[src/rtl/cpu_control.sv]
// Mini-CPU sequencer and ALU: captures an instruction on a send press, computes the
// result from memory read data, and handshakes the write-back with the memory bank.
module cpu_control #(
    parameter int DATA_W  = 16,
    parameter int TIMEOUT = 8
) (
    input  logic              clk,
    input  logic              rst_n,
    input  logic              power,
    input  logic              send,
    input  logic [17:0]       instr,
    input  logic              stored,
    input  logic [DATA_W-1:0] v1RAM,
    input  logic [DATA_W-1:0] v2RAM,
    output logic [2:0]        stateCPU,
    output logic [2:0]        opcode,
    output logic [3:0]        addr1,
    output logic [3:0]        addr2,
    output logic [3:0]        addr3,
    output logic [DATA_W-1:0] valorGuardarRAM,
    output logic [DATA_W-1:0] disp_value,
    output logic              disp_valid,
    output logic              busy,
    output logic              err_timeout
);

    typedef enum logic [2:0] {
        S_OFF    = 3'd0,
        S_FETCH  = 3'd1,
        S_DECODE = 3'd2,
        S_CALC   = 3'd3,
        S_DS     = 3'd4
    } state_t;

    localparam logic [2:0] OP_LOAD    = 3'd0;
    localparam logic [2:0] OP_ADD     = 3'd1;
    localparam logic [2:0] OP_ADDI    = 3'd2;
    localparam logic [2:0] OP_SUB     = 3'd3;
    localparam logic [2:0] OP_SUBI    = 3'd4;
    localparam logic [2:0] OP_MUL     = 3'd5;
    localparam logic [2:0] OP_CLEAR   = 3'd6;
    localparam logic [2:0] OP_DISPLAY = 3'd7;

    localparam int              CW    = $clog2(TIMEOUT + 1);
    localparam logic [CW-1:0]   TLAST = CW'(TIMEOUT - 1);

    state_t            state;
    logic              send_q;
    logic [6:0]        imm7;
    logic [CW-1:0]     tcnt;
    logic [DATA_W-1:0] imm;
    logic [DATA_W-1:0] result;

    assign stateCPU = state;
    assign imm      = {{(DATA_W-7){imm7[6]}}, imm7};

    // Low half of a two's-complement product is sign-agnostic, so a plain multiply suffices.
    always_comb begin
        result = '0;
        case (opcode)
            OP_LOAD:    result = imm;
            OP_ADD:     result = v1RAM + v2RAM;
            OP_ADDI:    result = v1RAM + imm;
            OP_SUB:     result = v1RAM - v2RAM;
            OP_SUBI:    result = v1RAM - imm;
            OP_MUL:     result = v1RAM * imm;
            OP_CLEAR:   result = '0;
            OP_DISPLAY: result = v1RAM;
            default:    result = '0;
        endcase
    end

    always_ff @(posedge clk) begin
        if (!rst_n) begin
            state           <= S_OFF;
            send_q          <= 1'b0;
            opcode          <= '0;
            addr1           <= '0;
            addr2           <= '0;
            addr3           <= '0;
            imm7            <= '0;
            tcnt            <= '0;
            valorGuardarRAM <= '0;
            disp_value      <= '0;
            disp_valid      <= 1'b0;
            busy            <= 1'b0;
            err_timeout     <= 1'b0;
        end else begin
            send_q <= send;
            if (!power) begin
                state      <= S_OFF;
                busy       <= 1'b0;
                disp_valid <= 1'b0;
                tcnt       <= '0;
            end else begin
                case (state)
                    S_OFF: begin
                        state <= S_FETCH;
                        busy  <= 1'b0;
                    end
                    S_FETCH: begin
                        if (send && !send_q) begin
                            opcode <= instr[17:15];
                            addr1  <= instr[14:11];
                            addr2  <= instr[10:7];
                            addr3  <= instr[6:3];
                            imm7   <= instr[6:0];
                            if (instr[17:15] != OP_DISPLAY)
                                disp_valid <= 1'b0;
                            state  <= S_DECODE;
                            busy   <= 1'b1;
                        end
                    end
                    S_DECODE: state <= S_CALC;
                    S_CALC: begin
                        valorGuardarRAM <= result;
                        tcnt            <= '0;
                        state           <= S_DS;
                    end
                    S_DS: begin
                        // stored is checked before the limit so a last-cycle ack still succeeds
                        if (opcode == OP_DISPLAY) begin
                            disp_value <= valorGuardarRAM;
                            disp_valid <= 1'b1;
                            tcnt       <= '0;
                            state      <= S_FETCH;
                            busy       <= 1'b0;
                        end else if (stored) begin
                            tcnt  <= '0;
                            state <= S_FETCH;
                            busy  <= 1'b0;
                        end else if (tcnt == TLAST) begin
                            err_timeout <= 1'b1;
                            tcnt        <= '0;
                            state       <= S_FETCH;
                            busy        <= 1'b0;
                        end else begin
                            tcnt <= tcnt + 1'b1;
                        end
                    end
                    default: begin
                        state <= S_OFF;
                        busy  <= 1'b0;
                    end
                endcase
            end
        end
    end

endmodule

[config.mk]
export PLATFORM = sky130hd
export DESIGN_NAME = cpu_control
export DESIGN_NICKNAME = d
export VERILOG_FILES = /design/src/rtl/cpu_control.sv
export SDC_FILE = /design/constraint.sdc
export NUM_CORES = 1
export LEC_CHECK = 0
export CORE_MARGIN = 3
export CORE_UTILIZATION = 30
export CTS_CLUSTER_DIAMETER = 50
export DETAILED_ROUTE_END_ITERATION = 8
export PLACE_DENSITY_LB_ADDON = 0.25
export SETUP_SLACK_MARGIN = 0.02
export SLEW_MARGIN = 20
export SYNTH_ARGS = -nofsm -noshare
export SYNTH_HDL_FRONTEND = slang
export SYNTH_SLANG_ARGS = --single-unit
[constraint.sdc]
create_clock -name clk -period 12.1 [get_ports clk]
set_input_delay 2.42 -clock clk [delete_from_list [all_inputs] [get_ports clk]]
set_output_delay 2.42 -clock clk [all_outputs]
set_load 0.02 [all_outputs]
==> results of run 1 <==
==> logic make-up after synthesis <==
logic type / Yosys count / synth area share
and+or+nand+nor: 326 / 0.234
AOI/OAI and AO/OA: 198 / 0.182
buffers and inverters: 141 / 0.0774
adders and majority gates: 108 / 0.246
DFF: 61 / 0.171
xor gates and xnor gates: 36 / 0.0462
muxes: 30 / 0.0421
==> metrics by stage <==
| step | setup WS (ns) | power (mW) | area [sq um] | hold WS [ns] |
|---|---|---|---|---|
| after CTS | 4.77 | 0.635 | 8780 | 0.466 |
| after global routing | 4.44 | 0.659 | 8780 | 0.491 |
| after global placement | 4.58 | 0.350 | 8450 | 0.451 |
| after detailed placement | 4.45 | 0.351 | 8450 | 0.458 |
| after floorplan | 5.44 | 0.297 | 7130 | 0.453 |
| final | 4.80 | 0.631 | 8780 | 0.460 |
==> worst paths after layout <==
| path | endpoint | startpoint | cells after the start | slack, ns |
|---|---|---|---|---|
| max | valorGuardarRAM[12] | v1RAM[0] | 18 | 4.80 |
| min | disp_value[14] | disp_value[14] | 2 | 0.46 |
| max reg2reg | valorGuardarRAM[12] | addr3[3] | 16 | 6.53 |
| min reg2reg | disp_value[14] | disp_value[14] | 2 | 0.46 |
==> layer usage <==
layer	track usage	up-vias	share of wire
li1	-	3213	-
met1	0.232	3176	0.46
met2	0.285	179	0.48
met3	0.0275	19	0.051
met4	0.0367	0	0.011
met5	0	-	0
==> cell type report <==
class	count	area (sq um)	share of cell area
clock buffers	12	256	0.0292
multi-input cells	698	5360	0.610
clock inverters	4	70.1	0.00798
well taps	313	392	0.0446
repair buffers	116	1140	0.130
inverters	91	342	0.0389
flip-flops and latches	61	1220	0.139
==> power breakdown <==
group / internal, mW / total, mW / switching, mW
sequential: 0.203 / 0.206 / 0.00317
combinational: 0.0643 / 0.142 / 0.0781
clock: 0.191 / 0.282 / 0.0913
total: 0.458 / 0.631 / 0.173
==> cell usage in the layout, fill, tap and decap left out, drive strengths merged, types with 5 or more instances in the layout <==
| cell | instances |
|---|---|
| fa | 54 |
| a221oi | 9 |
| nand4b | 6 |
| nor4 | 6 |
| mux2i | 30 |
| or4 | 7 |
| nand2 | 95 |
| clkbuf | 12 |
| nand3 | 11 |
| o31ai | 5 |
| ha | 53 |
| nor3 | 12 |
| a21oi | 53 |
| a21boi | 21 |
| dfxtp | 61 |
| xor2 | 13 |
| buf | 9 |
| a21o | 5 |
| o211ai | 6 |
| nor2b | 32 |
| nor2 | 63 |
| o21a | 10 |
| o21ai | 43 |
| clkdlybuf4s50 | 107 |
| and3 | 6 |
| inv | 91 |
| o22ai | 5 |
| or3 | 6 |
| xnor2 | 22 |
| and2 | 63 |
==> critical path, stage by stage <==
cell             delay, ns
clkdlybuf4s50_1       0.51
inv_1                 0.20
nand2_1               0.10
fa_1                  0.54
fa_1                  0.54
inv_1                 0.05
fa_1                  0.52
inv_1                 0.05
fa_1                  0.53
inv_1                 0.04
ha_1                  0.34
a21oi_1               0.19
o22ai_1               0.11
a2111oi_0             0.62
xnor2_1               0.13
a221oi_1              0.39
a21o_1                0.17
a21oi_1               0.03
==> registers in the layout (all words and copies together), names as in the netlist, 3 cells and up <==
signal	flops
stateCPU	3
disp_value	16
opcode	3
addr2	4
tcnt	4
addr1	4
imm7	3
addr3	4
valorGuardarRAM	16
==> results.toml, run 1 <==
[clock_network]
cts_tree = "yes"
clkLatencyLatePin_ns = 0.33
clockBufferDepth = 2
cts.repair.resized = 0
cts-root-buf = "clkbuf_16"
numCtsBuffers = 9
cts.clk_slew.worst_paths_ns = 0.06
ctsHoldBuffers = 0
htreeDepth = 3
cts_setup_buffers = 0
clock-sinks = 61

[synth]
synth_fp_nets = 1062
synth.most_common_cell = "nand2_1"
synth_top_area_frac = 0.171
yosys-top-cells-count = "nand2_1, inv_1, nor2_1"
synth_edf_count = 0
synthesis.area_sq_um = 7130
ys_seq_elements = 61
yosys.area.top_type = "dfxtp_1"
synthFlopType = "dfxtp_1"
synthTopCellsByArea = "dfxtp_1, fa_1, ha_1"
syn_inst = 900
async_flop_share = 0
ys_types = 65
syn_area_per_cell_sq_um = 7.92
yosysWarnings = 0
seq_area_frac_synth = 0.171

[sta]
skew_ns = 0.0101
final_max_slew_viol_count = 0
tns_ns = 0
grt_setup_unrepaired = "no"
fmax_mhz = 137
slew_headroom = 0.350
period_share = 0.603
hold_viol = 0
worstMarginPinSlew_ns = 0.974
period_needed_ns = 7.30
setup_viol = 0

[cells_and_area]
final_util = 0.382
finalNonFillerCells = 1295
fillCellCount = 2418
area_growth_pct = 23.2
n_antenna_cell = 0
nets = 1139
drive_above_1_share = 0.0356

[floorplan]
ios = 108
dieHeight_microns = 160
num_rows = 55
start_util = 0.310
core_sq_um = 23000
dieWidth_microns = 160
die_area_sq_um = 25600

[global_route]
grtUsageTotal = 0.170
grt_pass1_vias = 6359
grt_pass1_wl_microns = 35400
grt_antenna_before_repair = 0
overflow = 0
grt_max_degree = 54

[detailed_routing]
wl_per_cell_microns = 17.0
vias = 6587
drc = 0
dr.pass1.iters = 5
drtIter0Drc = 464
routed_wl_microns = 22000
vias_per_cell = 5.09
postRouteAntennaNets = 0

[critical_path]
critPathLaunchType = "primary input"
worstPathMaxFanout = 6
path_class = "in -> reg"
end_kind = "flop"
critPathRequiredTime_ns = 12.30
cp.arrival_ns = 7.50

[flow_run]
maxCapViolations = 0

[place]
place_inst = 1279
place_congestion = 0.882
portBuffers = 107
hpwlAfterDp_microns = 16800

[hold_path]
min_path_type = "reg -> reg"

[outcome]
outcome = "finished clean"

[pwr]
power_density_nw_per_um2 = 71.9
vdd.ir_drop.worst_v = 0.0000521
leakagePower_nw = 3.70
No activity file was read; power rests on OpenSTA's default activity.
==> inputs of run 2 (changes only) <==
==> constraint.sdc (replaced) <==
create_clock -name clk -period 6.7 [get_ports clk]
set_input_delay 1.34 -clock clk [delete_from_list [all_inputs] [get_ports clk]]
set_output_delay 1.34 -clock clk [all_outputs]
set_load 0.02 [all_outputs]
==> run 2 against run 1 <==
Worst setup slack got worse by 4.1 ns. Combinational power grew 82%. Largest cell class unchanged. Sequential power rose by 81%. Total power up 86%. Final cell count up 0.69%. Register-to-register slack got worse by 5.0 ns. Clock power rose by 94%. Via count fell by 1.8%.
==> results.toml, run 2 (same netlist as run 1, synthesis figures left out) <==
[clock_network]
clock-sinks = 61
cts_tree = "yes"
clockBufferDepth = 2
cts-root-buf = "clkbuf_16"
numCtsBuffers = 9
htreeDepth = 3
cts.repair.resized = 0
ctsHoldBuffers = 0
clkLatencyLatePin_ns = 0.32
cts.clk_slew.worst_paths_ns = 0.06
cts_setup_buffers = 0

[floorplan]
dieWidth_microns = 160
dieHeight_microns = 160
start_util = 0.310
ios = 108
die_area_sq_um = 25600
core_sq_um = 23000
num_rows = 55

[sta]
fmax_mhz = 166
tns_ns = 0
final_max_slew_viol_count = 0
setup_viol = 0
grt_setup_unrepaired = "no"
period_share = 0.898
period_needed_ns = 6.02
timing.final.ws_setup_ns = 0.685
hold_viol = 0
slew_headroom = 0.418
worstMarginPinSlew_ns = 0.867
skew_ns = 0.0105

[critical_path]
critPathLaunchType = "primary input"
critPathLaunch = "v1RAM[2]"
r2r_slack_ns = 1.53
worstPathMaxFanout = 9
rr_endpoint = "valorGuardarRAM[12]"
end_kind = "flop"
cp.arrival_ns = 6.21
endpoint = "valorGuardarRAM[12]"
path_class = "in -> reg"
r2r-start = "addr3[2]"
r2r_cells = 17
critPathRequiredTime_ns = 6.90

[detailed_routing]
vias_per_cell = 4.96
vias = 6471
postRouteAntennaNets = 0
wl_per_cell_microns = 16.6
routed_wl_microns = 21600
drtIter0Drc = 388
drc = 0
dr.pass1.iters = 5

[hold_path]
min_path_cells = 2
min_path_type = "reg -> reg"

[global_route]
grt_pass1_vias = 6164
grtUsageTotal = 0.165
grt_max_degree = 37
grt_antenna_before_repair = 0
overflow = 0
grt_pass1_wl_microns = 34400

[cells_and_area]
drive_above_1_share = 0.0454
layout_commonest_cell = "clkdlybuf4s50_1"
area_growth_pct = 24.5
largestRegisters = "disp_value x16, valorGuardarRAM x16"
n_antenna_cell = 0
design_area_sq_um = 8870
nets = 1149
fillCellCount = 2378
final_util = 0.386
mostFrequentLayoutCells = "clkdlybuf4s50_1, nand2_1, inv_1, nor2_1, and2_1"

[flow_run]
maxCapViolations = 0

[pwr]
p_sw_mw = 0.310
swShare = 0.264
power.total_mw = 1.18
comb_power_share = 0.219
vdd.ir_drop.worst_v = 0.000123
p_seq_frac = 0.316
leakagePower_nw = 3.76
clkPwrFrac = 0.464
power_density_nw_per_um2 = 132
power.internal_mw = 0.866

[place]
hpwlAfterDp_microns = 16900
portBuffers = 107
dp_slack_ns = 0.343
place_congestion = 0.885
placed_area_sq_um = 8530

[outcome]
outcome = "finished clean"
-- run 2: worst min path at each step --
| stage | from | end |
|---|---|---|
| 2_1_floorplan | tcnt[3] | tcnt[3] |
| 3_3_place_gp | disp_value[15] | disp_value[15] |
| 3_5_place_dp | disp_value[3] | disp_value[3] |
| 4_1_cts | disp_value[3] | disp_value[3] |
| 5_1_grt | disp_value[10] | disp_value[10] |
| 6_report | disp_value[14] | disp_value[14] |
-- run 2: power groups by stage --
stage               combinational [mW]  sequential [mW]  clock (mW)
floorplan                        0.158            0.379           0
global placement                 0.256            0.379           0
detailed placement               0.256            0.379           0
CTS                              0.258            0.372       0.556
global route                     0.285            0.372       0.568
finish                           0.258            0.372       0.546
-- run 2: final cells by class --
| cell class | instances | area [sq um] | share of cell area |
|---|---|---|---|
| Multi-Input combinational cell | 698 | 5360 | 0.604 |
| Sequential cell | 61 | 1220 | 0.138 |
| Timing Repair Buffer | 126 | 1210 | 0.137 |
| Tap cell | 313 | 392 | 0.0441 |
| Inverter | 91 | 342 | 0.0385 |
| Clock buffer | 11 | 253 | 0.0285 |
| Clock inverter | 4 | 95.1 | 0.0107 |
-- run 2: stage by stage --
step | cells | hold slack [ns]
floorplan | 900 | 0.453
global placement | 1289 | 0.451
detailed placement | 1289 | 0.457
CTS | 1304 | 0.464
global route | 1304 | 0.484
finish | 1304 | 0.459
-- run 2: worst max-delay path, cell delays in order --
cell and delay, ns:
clkdlybuf4s50_1 0.70, nand2_1 0.12, fa_1 0.48, fa_1 0.55, inv_1 0.06, fa_1 0.53, inv_1 0.05, fa_1 0.52
inv_1 0.04, ha_1 0.34, a21oi_1 0.20, o22ai_1 0.13, a2111oi_0 0.37, buf_4 0.18, xnor2_1 0.06, a221oi_1 0.34
a21o_1 0.17, a21oi_1 0.04
-- run 2: routing by layer --
metal	vias up	track usage	routed length [microns]
met5	-	0	0
met4	0	0.0489	620
met3	29	0.0249	954
met2	155	0.267	9720
met1	3061	0.229	10300
li1	3226	-	-
==> inputs of run 3 (changes only) <==
--- a/config.mk
+++ b/config.mk
@@ -9,6 +9,7 @@
 export CORE_UTILIZATION = 30
 export CTS_CLUSTER_DIAMETER = 50
 export DETAILED_ROUTE_END_ITERATION = 8
+export GPL_ROUTABILITY_DRIVEN = 0
 export PLACE_DENSITY_LB_ADDON = 0.25
 export SETUP_SLACK_MARGIN = 0.02
 export SLEW_MARGIN = 20
==> results of run 3 <==
Same layout as run 2: the final DEF is identical, and so are final timing and power.
